File: src/rtl/knight_pkg.sv
// Shared knight-move definitions: headings, one-hot move codes and the
// move-to-legs split used by the tour solver and its consumers.
package knight_pkg;

  typedef enum logic [1:0] {
    HEAD_N = 2'b00,
    HEAD_E = 2'b01,
    HEAD_S = 2'b10,
    HEAD_W = 2'b11
  } heading_t;

  localparam logic [7:0] MOVE_B0 = 8'b0000_0001;
  localparam logic [7:0] MOVE_B1 = 8'b0000_0010;
  localparam logic [7:0] MOVE_B2 = 8'b0000_0100;
  localparam logic [7:0] MOVE_B3 = 8'b0000_1000;
  localparam logic [7:0] MOVE_B4 = 8'b0001_0000;
  localparam logic [7:0] MOVE_B5 = 8'b0010_0000;
  localparam logic [7:0] MOVE_B6 = 8'b0100_0000;
  localparam logic [7:0] MOVE_B7 = 8'b1000_0000;

  typedef struct packed {
    heading_t   heading;
    logic [1:0] squares;
  } leg_t;

  typedef struct packed {
    leg_t y_leg;
    leg_t x_leg;
    logic legal;
  } move_legs_t;

  function automatic leg_t make_leg(input heading_t heading, input logic [1:0] squares);
    leg_t leg;
    leg.heading = heading;
    leg.squares = squares;
    return leg;
  endfunction

  // Zero or multi-hot codes fall to the default arm and come back illegal.
  function automatic move_legs_t move_to_legs(input logic [7:0] move);
    move_legs_t legs;
    legs.legal = 1'b1;
    case (move)
      MOVE_B0: begin legs.y_leg = make_leg(HEAD_N, 2'd2); legs.x_leg = make_leg(HEAD_E, 2'd1); end
      MOVE_B1: begin legs.y_leg = make_leg(HEAD_N, 2'd2); legs.x_leg = make_leg(HEAD_W, 2'd1); end
      MOVE_B2: begin legs.y_leg = make_leg(HEAD_N, 2'd1); legs.x_leg = make_leg(HEAD_W, 2'd2); end
      MOVE_B3: begin legs.y_leg = make_leg(HEAD_S, 2'd1); legs.x_leg = make_leg(HEAD_W, 2'd2); end
      MOVE_B4: begin legs.y_leg = make_leg(HEAD_S, 2'd2); legs.x_leg = make_leg(HEAD_W, 2'd1); end
      MOVE_B5: begin legs.y_leg = make_leg(HEAD_S, 2'd2); legs.x_leg = make_leg(HEAD_E, 2'd1); end
      MOVE_B6: begin legs.y_leg = make_leg(HEAD_S, 2'd1); legs.x_leg = make_leg(HEAD_E, 2'd2); end
      MOVE_B7: begin legs.y_leg = make_leg(HEAD_N, 2'd1); legs.x_leg = make_leg(HEAD_E, 2'd2); end
      default: begin
        legs.y_leg = make_leg(HEAD_N, 2'd1);
        legs.x_leg = make_leg(HEAD_E, 2'd1);
        legs.legal = 1'b0;
      end
    endcase
    return legs;
  endfunction

endpackage

File: src/rtl/move_leg_decoder.sv
// Combinational split of a one-hot knight move into its Y and X legs,
// with a flag for codes that are not exactly one-hot.
module move_leg_decoder
  import knight_pkg::*;
(
  input  logic [7:0] move,
  output leg_t       y_leg,
  output leg_t       x_leg,
  output logic       legal
);

  move_legs_t legs_s;

  // Decode the move code into both legs
  always_comb begin
    legs_s = move_to_legs(move);
  end

  assign y_leg = legs_s.y_leg;
  assign x_leg = legs_s.x_leg;
  assign legal = legs_s.legal;

endmodule

File: src/rtl/tour_move_sequencer.sv
// Replays a solved knight's tour: reads each move from the solver and issues
// its Y then X leg to the motion controller, waiting for each leg to finish.
module tour_move_sequencer
  import knight_pkg::*;
#(
  parameter  int BOARD_SIZE = 5,
  localparam int NUM_MOVES  = BOARD_SIZE * BOARD_SIZE - 1,
  localparam int INDX_W     = $clog2(NUM_MOVES)
) (
  input  logic              clk,
  input  logic              rst,
  input  logic              start,
  output logic [INDX_W-1:0] indx,
  input  logic [7:0]        move,
  output logic              cmd_valid,
  input  logic              cmd_ready,
  output logic [1:0]        cmd_heading,
  output logic [1:0]        cmd_squares,
  output logic              cmd_last_leg,
  input  logic              leg_done,
  output logic              busy,
  output logic              tour_done,
  output logic              err
);

  typedef enum logic [2:0] {
    ST_IDLE   = 3'd0,
    ST_FETCH  = 3'd1,
    ST_SEND_Y = 3'd2,
    ST_WAIT_Y = 3'd3,
    ST_SEND_X = 3'd4,
    ST_WAIT_X = 3'd5
  } state_t;

  localparam logic [INDX_W-1:0] LAST_INDX = INDX_W'(NUM_MOVES - 1);

  state_t            state_r, state_s;
  logic [INDX_W-1:0] indx_r, indx_s;
  logic [7:0]        move_q_r, move_q_s;
  logic              cmd_valid_r, cmd_valid_s;
  heading_t          heading_r, heading_s;
  logic [1:0]        squares_r, squares_s;
  logic              last_leg_r, last_leg_s;
  logic              busy_r, busy_s;
  logic              tour_done_r, tour_done_s;
  logic              err_r, err_s;

  logic [7:0] dec_move_s;
  leg_t       dec_y_s;
  leg_t       dec_x_s;
  logic       dec_legal_s;

  // The live solver output is decoded in FETCH; later the captured move is.
  assign dec_move_s = (state_r == ST_FETCH) ? move : move_q_r;

  move_leg_decoder u_decoder (
    .move  (dec_move_s),
    .y_leg (dec_y_s),
    .x_leg (dec_x_s),
    .legal (dec_legal_s)
  );

  // Next-state and next registered-output logic
  always_comb begin
    state_s     = state_r;
    indx_s      = indx_r;
    move_q_s    = move_q_r;
    cmd_valid_s = cmd_valid_r;
    heading_s   = heading_r;
    squares_s   = squares_r;
    last_leg_s  = last_leg_r;
    tour_done_s = 1'b0;
    err_s       = 1'b0;
    case (state_r)
      ST_IDLE: begin
        if (start) begin
          indx_s  = '0;
          state_s = ST_FETCH;
        end else begin
          state_s = ST_IDLE;
        end
      end
      ST_FETCH: begin
        move_q_s = move;
        if (dec_legal_s) begin
          state_s     = ST_SEND_Y;
          cmd_valid_s = 1'b1;
          heading_s   = dec_y_s.heading;
          squares_s   = dec_y_s.squares;
          last_leg_s  = 1'b0;
        end else begin
          state_s = ST_IDLE;
          err_s   = 1'b1;
        end
      end
      ST_SEND_Y: begin
        if (cmd_ready) begin
          state_s     = ST_WAIT_Y;
          cmd_valid_s = 1'b0;
        end else begin
          state_s = ST_SEND_Y;
        end
      end
      ST_WAIT_Y: begin
        if (leg_done) begin
          state_s     = ST_SEND_X;
          cmd_valid_s = 1'b1;
          heading_s   = dec_x_s.heading;
          squares_s   = dec_x_s.squares;
          last_leg_s  = 1'b1;
        end else begin
          state_s = ST_WAIT_Y;
        end
      end
      ST_SEND_X: begin
        if (cmd_ready) begin
          state_s     = ST_WAIT_X;
          cmd_valid_s = 1'b0;
        end else begin
          state_s = ST_SEND_X;
        end
      end
      ST_WAIT_X: begin
        if (!leg_done) begin
          state_s = ST_WAIT_X;
        end else if (indx_r == LAST_INDX) begin
          state_s     = ST_IDLE;
          tour_done_s = 1'b1;
        end else begin
          state_s = ST_FETCH;
          indx_s  = indx_r + INDX_W'(1);
        end
      end
      default: begin
        state_s     = ST_IDLE;
        cmd_valid_s = 1'b0;
      end
    endcase
    busy_s = (state_s != ST_IDLE);
  end

  // State and output registers with synchronous reset
  always_ff @(posedge clk) begin
    if (rst) begin
      state_r     <= ST_IDLE;
      indx_r      <= '0;
      move_q_r    <= 8'h00;
      cmd_valid_r <= 1'b0;
      heading_r   <= HEAD_N;
      squares_r   <= 2'd0;
      last_leg_r  <= 1'b0;
      busy_r      <= 1'b0;
      tour_done_r <= 1'b0;
      err_r       <= 1'b0;
    end else begin
      state_r     <= state_s;
      indx_r      <= indx_s;
      move_q_r    <= move_q_s;
      cmd_valid_r <= cmd_valid_s;
      heading_r   <= heading_s;
      squares_r   <= squares_s;
      last_leg_r  <= last_leg_s;
      busy_r      <= busy_s;
      tour_done_r <= tour_done_s;
      err_r       <= err_s;
    end
  end

  assign indx         = indx_r;
  assign cmd_valid    = cmd_valid_r;
  assign cmd_heading  = heading_r;
  assign cmd_squares  = squares_r;
  assign cmd_last_leg = last_leg_r;
  assign busy         = busy_r;
  assign tour_done    = tour_done_r;
  assign err          = err_r;

endmodule

File: config.mk
export PLATFORM = sky130hd
export DESIGN_NAME = tour_move_sequencer
export DESIGN_NICKNAME = d
export VERILOG_FILES = /design/src/rtl/knight_pkg.sv /design/src/rtl/move_leg_decoder.sv /design/src/rtl/tour_move_sequencer.sv
export SDC_FILE = /design/constraint.sdc
export NUM_CORES = 1
export LEC_CHECK = 0
export ABC_AREA = 1
export ABC_CLOCK_PERIOD_IN_PS = 4900
export BUFFER_PORTS_ARGS = -buffer_cell sky130_fd_sc_hd__buf_2
export CAP_MARGIN = 40
export CORE_UTILIZATION = 25
export DETAILED_ROUTE_END_ITERATION = 10
export PLACE_DENSITY = 0.53
export SLEW_MARGIN = 40
export SYNTH_ARGS = -nofsm -noshare
export SYNTH_HDL_FRONTEND = slang
export SYNTH_SLANG_ARGS = --single-unit
File: constraint.sdc
create_clock -name clk -period 4.9 [get_ports clk]
set_input_delay 0.245 -clock clk [delete_from_list [all_inputs] [get_ports clk]]
set_output_delay 0.245 -clock clk [all_outputs]
set_load 0.05 [all_outputs]
-- Word level (Yosys, flattened, before mapping)
Index checks and enable logic that the tools add are counted.
Widths: inputs -> output; s select.
- register bits after elaboration: 25
- input bits: 13
- output and inout bits: 14
- word-level logic and storage cells: 76
- add/sub/neg operators: 1
- equal/unequal tests: 20
- multiplexer cells: 29
- bitwise logic cells: 4
- reduce and logical (&&, ||, !) cells: 12
- operator list (kind ; number):
    $pmux 8 s8 ; 1
    $pmux 3 s6 ; 1
    $mux 5 ; 3
    $mux 1 ; 11
    $mux 2 ; 5
    $ne 2x2->1 const B ; 5
    $pmux 5 s2 ; 1
    $eq 8x1->1 const B ; 1
    $eq 8x2->1 const B ; 1
    $eq 8x3->1 const B ; 1
    $eq 8x4->1 const B ; 1
    $eq 8x5->1 const B ; 1
    $eq 8x6->1 const B ; 1
    $eq 8x7->1 const B ; 1
    $eq 8x8->1 const B ; 1
    $mux 8 ; 1
    $pmux 2 s2 ; 2
    $reduce_and 4->1 ; 2
    $reduce_or 8->1 ; 1
    $eq 3x2->1 const B ; 2
    $eq 3x3->1 const B ; 2
    $mux 3 ; 2
    $reduce_or 2->1 ; 3
    $add 5x1->5 const B ; 1
    11 further kinds ; 15

-- Longest topological paths before layout
Gate-level depths: netlist (run 1).
- depth in word-level cells: 8
- gate-level depth with buffers: 17
- gate-level depth less buffers: 17

-- Hierarchy
Synthesis (run 1) repeated with hierarchy kept, for this count alone.
- cell total of the unflattened synthesis: 244
- area total of the unflattened synthesis: 1582.8 µm²
- by module, submodules not included (module ; instances ; cells an instance ; area each (µm²) ; sequential area each (µm²)):
    tour_move_sequencer ; 1 ; 193 ; 1333.8 ; 500.5
    move_leg_decoder ; 1 ; 51 ; 249.0 ; 0.0

-- Worst setup path after synthesis (run 1)
Ideal clock, no wire load.
- path type: reg2reg
- start: reg indx_r[0], in the netlist indx[0]
- end: reg indx_r[4], in the netlist indx[4]
- setup time: 0.122 ns
- data arrival time: 1.697 ns
- required time: 4.778 ns
- path slack: 3.081 ns
- cell stages (with the launch flop): 10
- path buffers: 0
- period minus slack after synthesis: 1.819 ns
- path through: dfxtp_1 ha_1 nand3_1 nor2_1 o21ai_2 inv_1 nor2_2 nand3_1 nor3_1 nor3b_2
- cells in the longest elaborated chain, start to end: 4
- elaborated cells on any way between the ends: 7
- classes of those cells: add/sub (1); eq/ne (2); mux (3); reduce/logical (1)
- ends and longest elaborated chain (item ; RTL line ; text):
    start, declared ; tour_move_sequencer.sv:38 ; logic [INDX_W-1:0] indx_r, indx_s;
    start signal, assigned ; tour_move_sequencer.sv:157 ; indx_r <= indx_s;
    $add 5x1->5 ; tour_move_sequencer.sv:131 ; indx_s = indx_r + INDX_W'(1);
    $mux 5 ; tour_move_sequencer.sv:126 ; end else if (indx_r == LAST_INDX) begin
    $mux 5 ; tour_move_sequencer.sv:124 ; if (!leg_done) begin
    $pmux 5 s2 ; tour_move_sequencer.sv:74 ; case (state_r)
Several ways; a longest one is shown, not always the timed one. The select of a mux whose other input is x is not followed.
A chain may end at the register's enable or synchronous reset.

-- Final worst setup path (run 1)
- start: reg state_r[1]
- end: reg squares_r[0], in the netlist cmd_squares[0]
- cells in the longest elaborated chain, start to end: 7
- elaborated cells on any way between the ends: 21
- classes of those cells: eq/ne (12); mux (6); reduce/logical (3)
- ends and longest elaborated chain (item ; RTL line ; text):
    start, declared ; tour_move_sequencer.sv:37 ; state_t state_r, state_s;
    start signal, assigned ; tour_move_sequencer.sv:156 ; state_r <= state_s;
    $eq 3x1->1 ; tour_move_sequencer.sv:54, tour_move_sequencer.sv:74 ;
    $mux 8 ; n/a ;
    $eq 8x1->1 (tied with other cells) ; knight_pkg.sv:43 ; case (move)
    $reduce_or 8->1 (no source line) ; n/a ;
    $mux 1 ; knight_pkg.sv:43 ;
    $ne 2x2->1 (no source line) ; n/a ;
    $reduce_and 3->1 (no source line) ; n/a ;
    end signal, assigned ; tour_move_sequencer.sv:161 ; squares_r <= squares_s;
    end, declared ; tour_move_sequencer.sv:42 ; logic [1:0] squares_r, squares_s;
Several ways; a longest one is shown, not always the timed one. The select of a mux whose other input is x is not followed.

==> run summary, run 1 <==
outcome - completed
Final Skew - 0.00219 ns
hpwl dp - 2820 um
share of the yosys chip area belonging to registers - 28.7%
most common cell in the synthesized netlist - nand2_1
Synthesized Nets - 253
CTS Buffer Depth - 2
initial antenna violation count - 0
Setup Viol. Count Final - 0
hold crit path type - input pin to register
Yosys top cell area share - 28.7%
hold path cells - 3
fmax - 0.488 GHz
WL/cell - 10.3 um
Final Hold Viols - 0
Total GRT Usage - 11.0%
post-DR vias/cell - 4.25
Pre-Repair DR Iteration Count - 4
# IOs - 27
clk sinks - 24
crit path kind - register to register
Static Leak - 0.961 nW
reg2reg start - state_r[1]
Max transition margin - 66.3%
Main synth FF type - dfxtp_1
worst-margin pin slew - 0.500 ns
Final TNS setup - 0 ns
Final #Nets - 280
P per Cell Area - 360 nW/um2
Syn Area/Cell - 7.01 um2
crit path to - cmd_squares[0]
number of global-route vias before repair - 1,370
Gate Count Post-Synth - 239
P&R area growth vs syn - 15.2%
Synth Cell Area - 1680 um2
share of cells above drive strength 1 - 30.9%
Detail Route Antenna Nets - 0
power consumption - 695 uW
EDFF count, synth - 0
Unique masters post-synth - 35
Initial Util - 26.1%
Core Area - 6420 um2
period utilisation layout - 41.8%
ant diodes - 0
CP startpoint - state_r[1]
root buffer cell - clkbuf_8
Die Y - 83.9 um
FF+latch count, synth - 24
first-pass GRT wire length - 6150 um
most frequent cells after synthesis - nand2_1, nor2_1, inv_1
Cells after DPL - 338
Finished Layout Cells - 342
Critical Path Sink Type - register
largest cells by area after synthesis - dfxtp_1, nand2_1, nand2_4
Ys Warns - 0
initial drt markers - 53
IO buf count - 26
row count - 29
Async SR Flop Fraction - 0%
VDD IR max - 0.000171 V
critical path fanouts, max - 16
Post-CTS Resized - 0
Final Max Tran Viols - 0
Die Wd - 83.9 um
TritonCTS clock tree - yes
FF-to-FF End - cmd_squares[0]
H-Tree Depth - 1
Setup crit start kind - register
unrepaired setup endpoints after global routing - no
global route overflow - 0
DR DRC count - 0
MaxCap Viol Count - 0
Clock Latency Late Sink - 0.28 ns
Routed WL - 3530 um
reg2reg path depth - 14
Critical Path RT - 5.09 ns
r2r setup slk - 2.85 ns
Vias - 1,453
pin count of the biggest net entering global routing - 17
Clock transition at path regs - 0.09 ns
min Tclk post-route - 2.05 ns
CTS Hold Buffers Added - 0
GP Congestion - 0.777
post-synth top area cell - dfxtp_1
CTS Buf Count - 3
Die ar. - 7030 um2
Arr. time, crit path - 2.23 ns
Setup Fix Bufs, Post-CTS - 0
[how the worst min path moves through the flow]
stage          slack, ns              to            from
2_1_floorplan       0.31  cmd_heading[0]             rst
3_3_place_gp        0.46       cmd_valid       cmd_valid
3_5_place_dp        0.47  cmd_heading[0]  cmd_heading[0]
4_1_cts             0.24       tour_done        leg_done
5_1_grt             0.23       tour_done        leg_done
6_report            0.23       tour_done        leg_done
[power by group]
part           internal [mW]  switching [mW]
sequential             0.214          0.0140
clock                  0.109          0.0713
combinational         0.0931           0.193
total                  0.417           0.278
[flip-flops by register name, indices dropped and copies added, names as in the netlist]
name,flops
indx,5
cmd_squares,2
cmd_heading,2
tour_done,1
cmd_valid,1
state_r,3
err,1
move_q_r,8
busy,1
[area by class of cell]
| type | count | area [um2] |
|---|---|---|
| Clock buffer | 3 | 41.3 |
| Inverter | 38 | 145 |
| Fill cell | 693 | 4490 |
| Clock inverter | 1 | 30.0 |
| Timing Repair Buffer | 26 | 130 |
| Tap cell | 77 | 96.3 |
| Multi-Input combinational cell | 173 | 1010 |
| Sequential cell | 24 | 480 |
[critical path, stage by stage, from the launching register on]
cell	delay, ns
dfxtp_1	0.50
inv_2	0.20
nand3_4	0.21
nand2_1	0.12
nand2_4	0.13
nand2_8	0.07
nor2_1	0.13
nand2_2	0.08
nand2_2	0.09
nor2_4	0.04
nand2_4	0.07
nand2_4	0.06
nand2_2	0.08
and2_4	0.13
nor2_2	0.03
[layout by cell type, fill, tap and decap left out, drive strengths merged]
cell / n
bufinv: 1
nor4: 1
nor3: 5
o21a: 1
xor2: 1
nor2: 42
nand2: 79
nand4: 2
or2: 1
nor3b: 1
inv: 38
buf: 26
nand3: 25
and2: 1
a21oi: 8
nand3b: 2
clkbuf: 3
o21ai: 3
dfxtp: 24
ha: 1
[cells by family after synthesis]
group                    Yosys count  share of synthesized area, %
adder cells (fa/ha/maj)            1                         0.747
buffers and inverters             42                          11.2
AND/OR/NAND/NOR                  159                          54.9
flip-flops                        24                          28.7
XOR/XNOR                           1                         0.523
AO/OA/AOI/OAI                     12                          3.96
[metrics by stage]
stage	hold slack [ns]	utilization, %	setup WS [ns]	instance area (um2)
2_1_floorplan	0.314	-	3.08	1680
3_3_place_gp	0.462	28.9	2.89	1860
3_5_place_dp	0.469	28.9	2.84	1860
4_1_cts	0.236	30.1	2.83	1930
5_1_grt	0.234	30.1	2.62	1930
6_report	0.232	30.1	2.85	1930
[layer usage]
metal / routed length (um) / up-vias / share of wire (%) / GRT usage, %
li1: - / 788 / - / -
met1: 1730 / 634 / 49 / 15.2
met2: 1600 / 26 / 45 / 17.2
met3: 147 / 5 / 4.2 / 1.78
met4: 53 / 0 / 1.5 / 3.76
met5: 0 / - / 0 / 0
No activity file was read; power rests on OpenSTA's default activity.
==> run 2, diff against run 1 <==
--- a/config.mk
+++ b/config.mk
@@ -6,7 +6,7 @@
 export NUM_CORES = 1
 export LEC_CHECK = 0
 export ABC_AREA = 1
-export ABC_CLOCK_PERIOD_IN_PS = 4900
+export ABC_CLOCK_PERIOD_IN_PS = 1950
 export BUFFER_PORTS_ARGS = -buffer_cell sky130_fd_sc_hd__buf_2
 export CAP_MARGIN = 40
 export CORE_UTILIZATION = 25
==> constraint.sdc (replaced) <==
create_clock -name clk -period 1.95 [get_ports clk]
set_input_delay 0.0975 -clock clk [delete_from_list [all_inputs] [get_ports clk]]
set_output_delay 0.0975 -clock clk [all_outputs]
set_load 0.05 [all_outputs]
==> run summary, run 2 (synthesized netlist as in run 1, its figures left out) <==
MaxCap Viol Count - 0
Final Hold Viols - 0
fmax - 0.545 GHz
Final Instance Area - 2020 um2
Setup crit start kind - register
outcome - completed
# IOs - 27
initial drt markers - 49
hold crit path type - input pin to register
Detail Route Antenna Nets - 0
Vias - 1,495
final design utilization - 31.5%
P&R area growth vs syn - 20.7%
Clock Latency Late Sink - 0.27 ns
max reg flops - 8
Die Y - 83.9 um
WL/cell - 10.9 um
first-pass GRT wire length - 6340 um
Pre-Repair DR Iteration Count - 4
clk sinks - 24
DR DRC count - 0
Most flops, register - move_q_r
period utilisation layout - 94.1%
Die ar. - 7030 um2
ant diodes - 0
Die Wd - 83.9 um
P per Cell Area - 887 nW/um2
global route overflow - 0
Final #Nets - 290
root buffer cell - clkbuf_8
min Tclk post-route - 1.83 ns
Setup Viol. Count Final - 0
H-Tree Depth - 1
critical path fanouts, max - 8
worst-margin pin slew - 0.464 ns
most frequent cells in the layout - nand2_1, nor2_1, inv_1
CTS Buf Count - 3
Critical Path Sink Type - register
IO buf count - 26
unrepaired setup endpoints after global routing - no
Routed WL - 3840 um
pin count of the biggest net entering global routing - 17
Clock transition at path regs - 0.10 ns
Critical Path RT - 2.13 ns
number of global-route vias before repair - 1,428
row count - 29
hpwl dp - 2790 um
Core Area - 6420 um2
worst hold slack - 0.0823 ns
CTS Buffer Depth - 2
TritonCTS clock tree - yes
Initial Util - 26.1%
Static Leak - 1.01 nW
Post-Place Cell Area - 1900 um2
Final Skew - 0.00228 ns
Arr. time, crit path - 2.01 ns
Total GRT Usage - 11.2%
GP Congestion - 0.790
crit path kind - register to register
post-DR vias/cell - 4.25
commonest non-fill, non-tap cell in the layout - nand2_1
share of cells above drive strength 1 - 34.2%
VDD IR max - 0.000281 V
Final Max Tran Viols - 0
Max transition margin - 68.8%
initial antenna violation count - 0
## run 2: cell types whose count changed in the layout (fill, tap and decap cells not counted), sizes merged
cell,delta
buf,+9
nand3,+1
## run 2: area by class of cell
type                            count  area, um2
Multi-Input combinational cell    174       1030
Timing Repair Buffer               35        198
Sequential cell                    24        484
Inverter                           38        145
Tap cell                           77       96.3
Fill cell                         695       4400
Clock inverter                      1       30.0
Clock buffer                        3       41.3
## run 2: report_power, final
| group | internal (mW) | total [mW] | switching, mW |
|---|---|---|---|
| clock network | 0.275 | 0.456 | 0.181 |
| logic | 0.263 | 0.770 | 0.507 |
| registers | 0.538 | 0.567 | 0.0287 |
| total | 1.08 | 1.79 | 0.717 |
## run 2: worst max-delay path: stages (launching register included)
cell and delay (ns):
dfxtp_4 0.41, inv_2 0.08, nor2_8 0.20, nand3_2 0.12, nand2_4 0.13, nand2_8 0.07
nor2_8 0.13, nand3_2 0.10, nand2_1 0.10, inv_2 0.05, nand2_4 0.05, nand2_4 0.06
nand2_2 0.07, and2_4 0.14, nor2_2 0.03
## run 2: routing by layer
layer | global-route usage [%] | wire, um | vias to the layer above
met2 | 18.3 | 1800 | 19
met5 | 0 | 0 | -
met4 | 4.23 | 30 | 0
met1 | 15.0 | 1920 | 669
met3 | 1.48 | 84 | 2
li1 | - | - | 805
## run 2: worst paths after layout
check | slack, ns | depth (start not counted) | end | start
max reg2reg | 0.12 | 14 | cmd_squares[0] | state_r[0]
min | 0.08 | 3 | tour_done | leg_done
min reg2reg | 0.48 | 2 | cmd_valid | cmd_valid
max | 0.12 | 14 | cmd_squares[0] | state_r[0]
## run 2: timing repair
action                                  CTS  global route
pin swaps                                 0             4
endpoints found under the setup margin    2             4
hold buffers                              0             0
buffers inserted                          0             4
resized for setup                         1             3
gates cloned                              0             1
## run 2: metrics by stage
stage | std cells | TNS [ns] | setup slack [ns] | power (mW)
after floorplan | 239 | 0 | 0.131 | 1.20
after global placement | 343 | 0 | 0.0423 | 1.32
after detailed placement | 343 | -0.0154 | -0.0154 | 1.32
after CTS | 347 | 0 | 0.0756 | 1.78
after global routing | 352 | 0 | 0.00384 | 1.91
final | 352 | 0 | 0.115 | 1.79
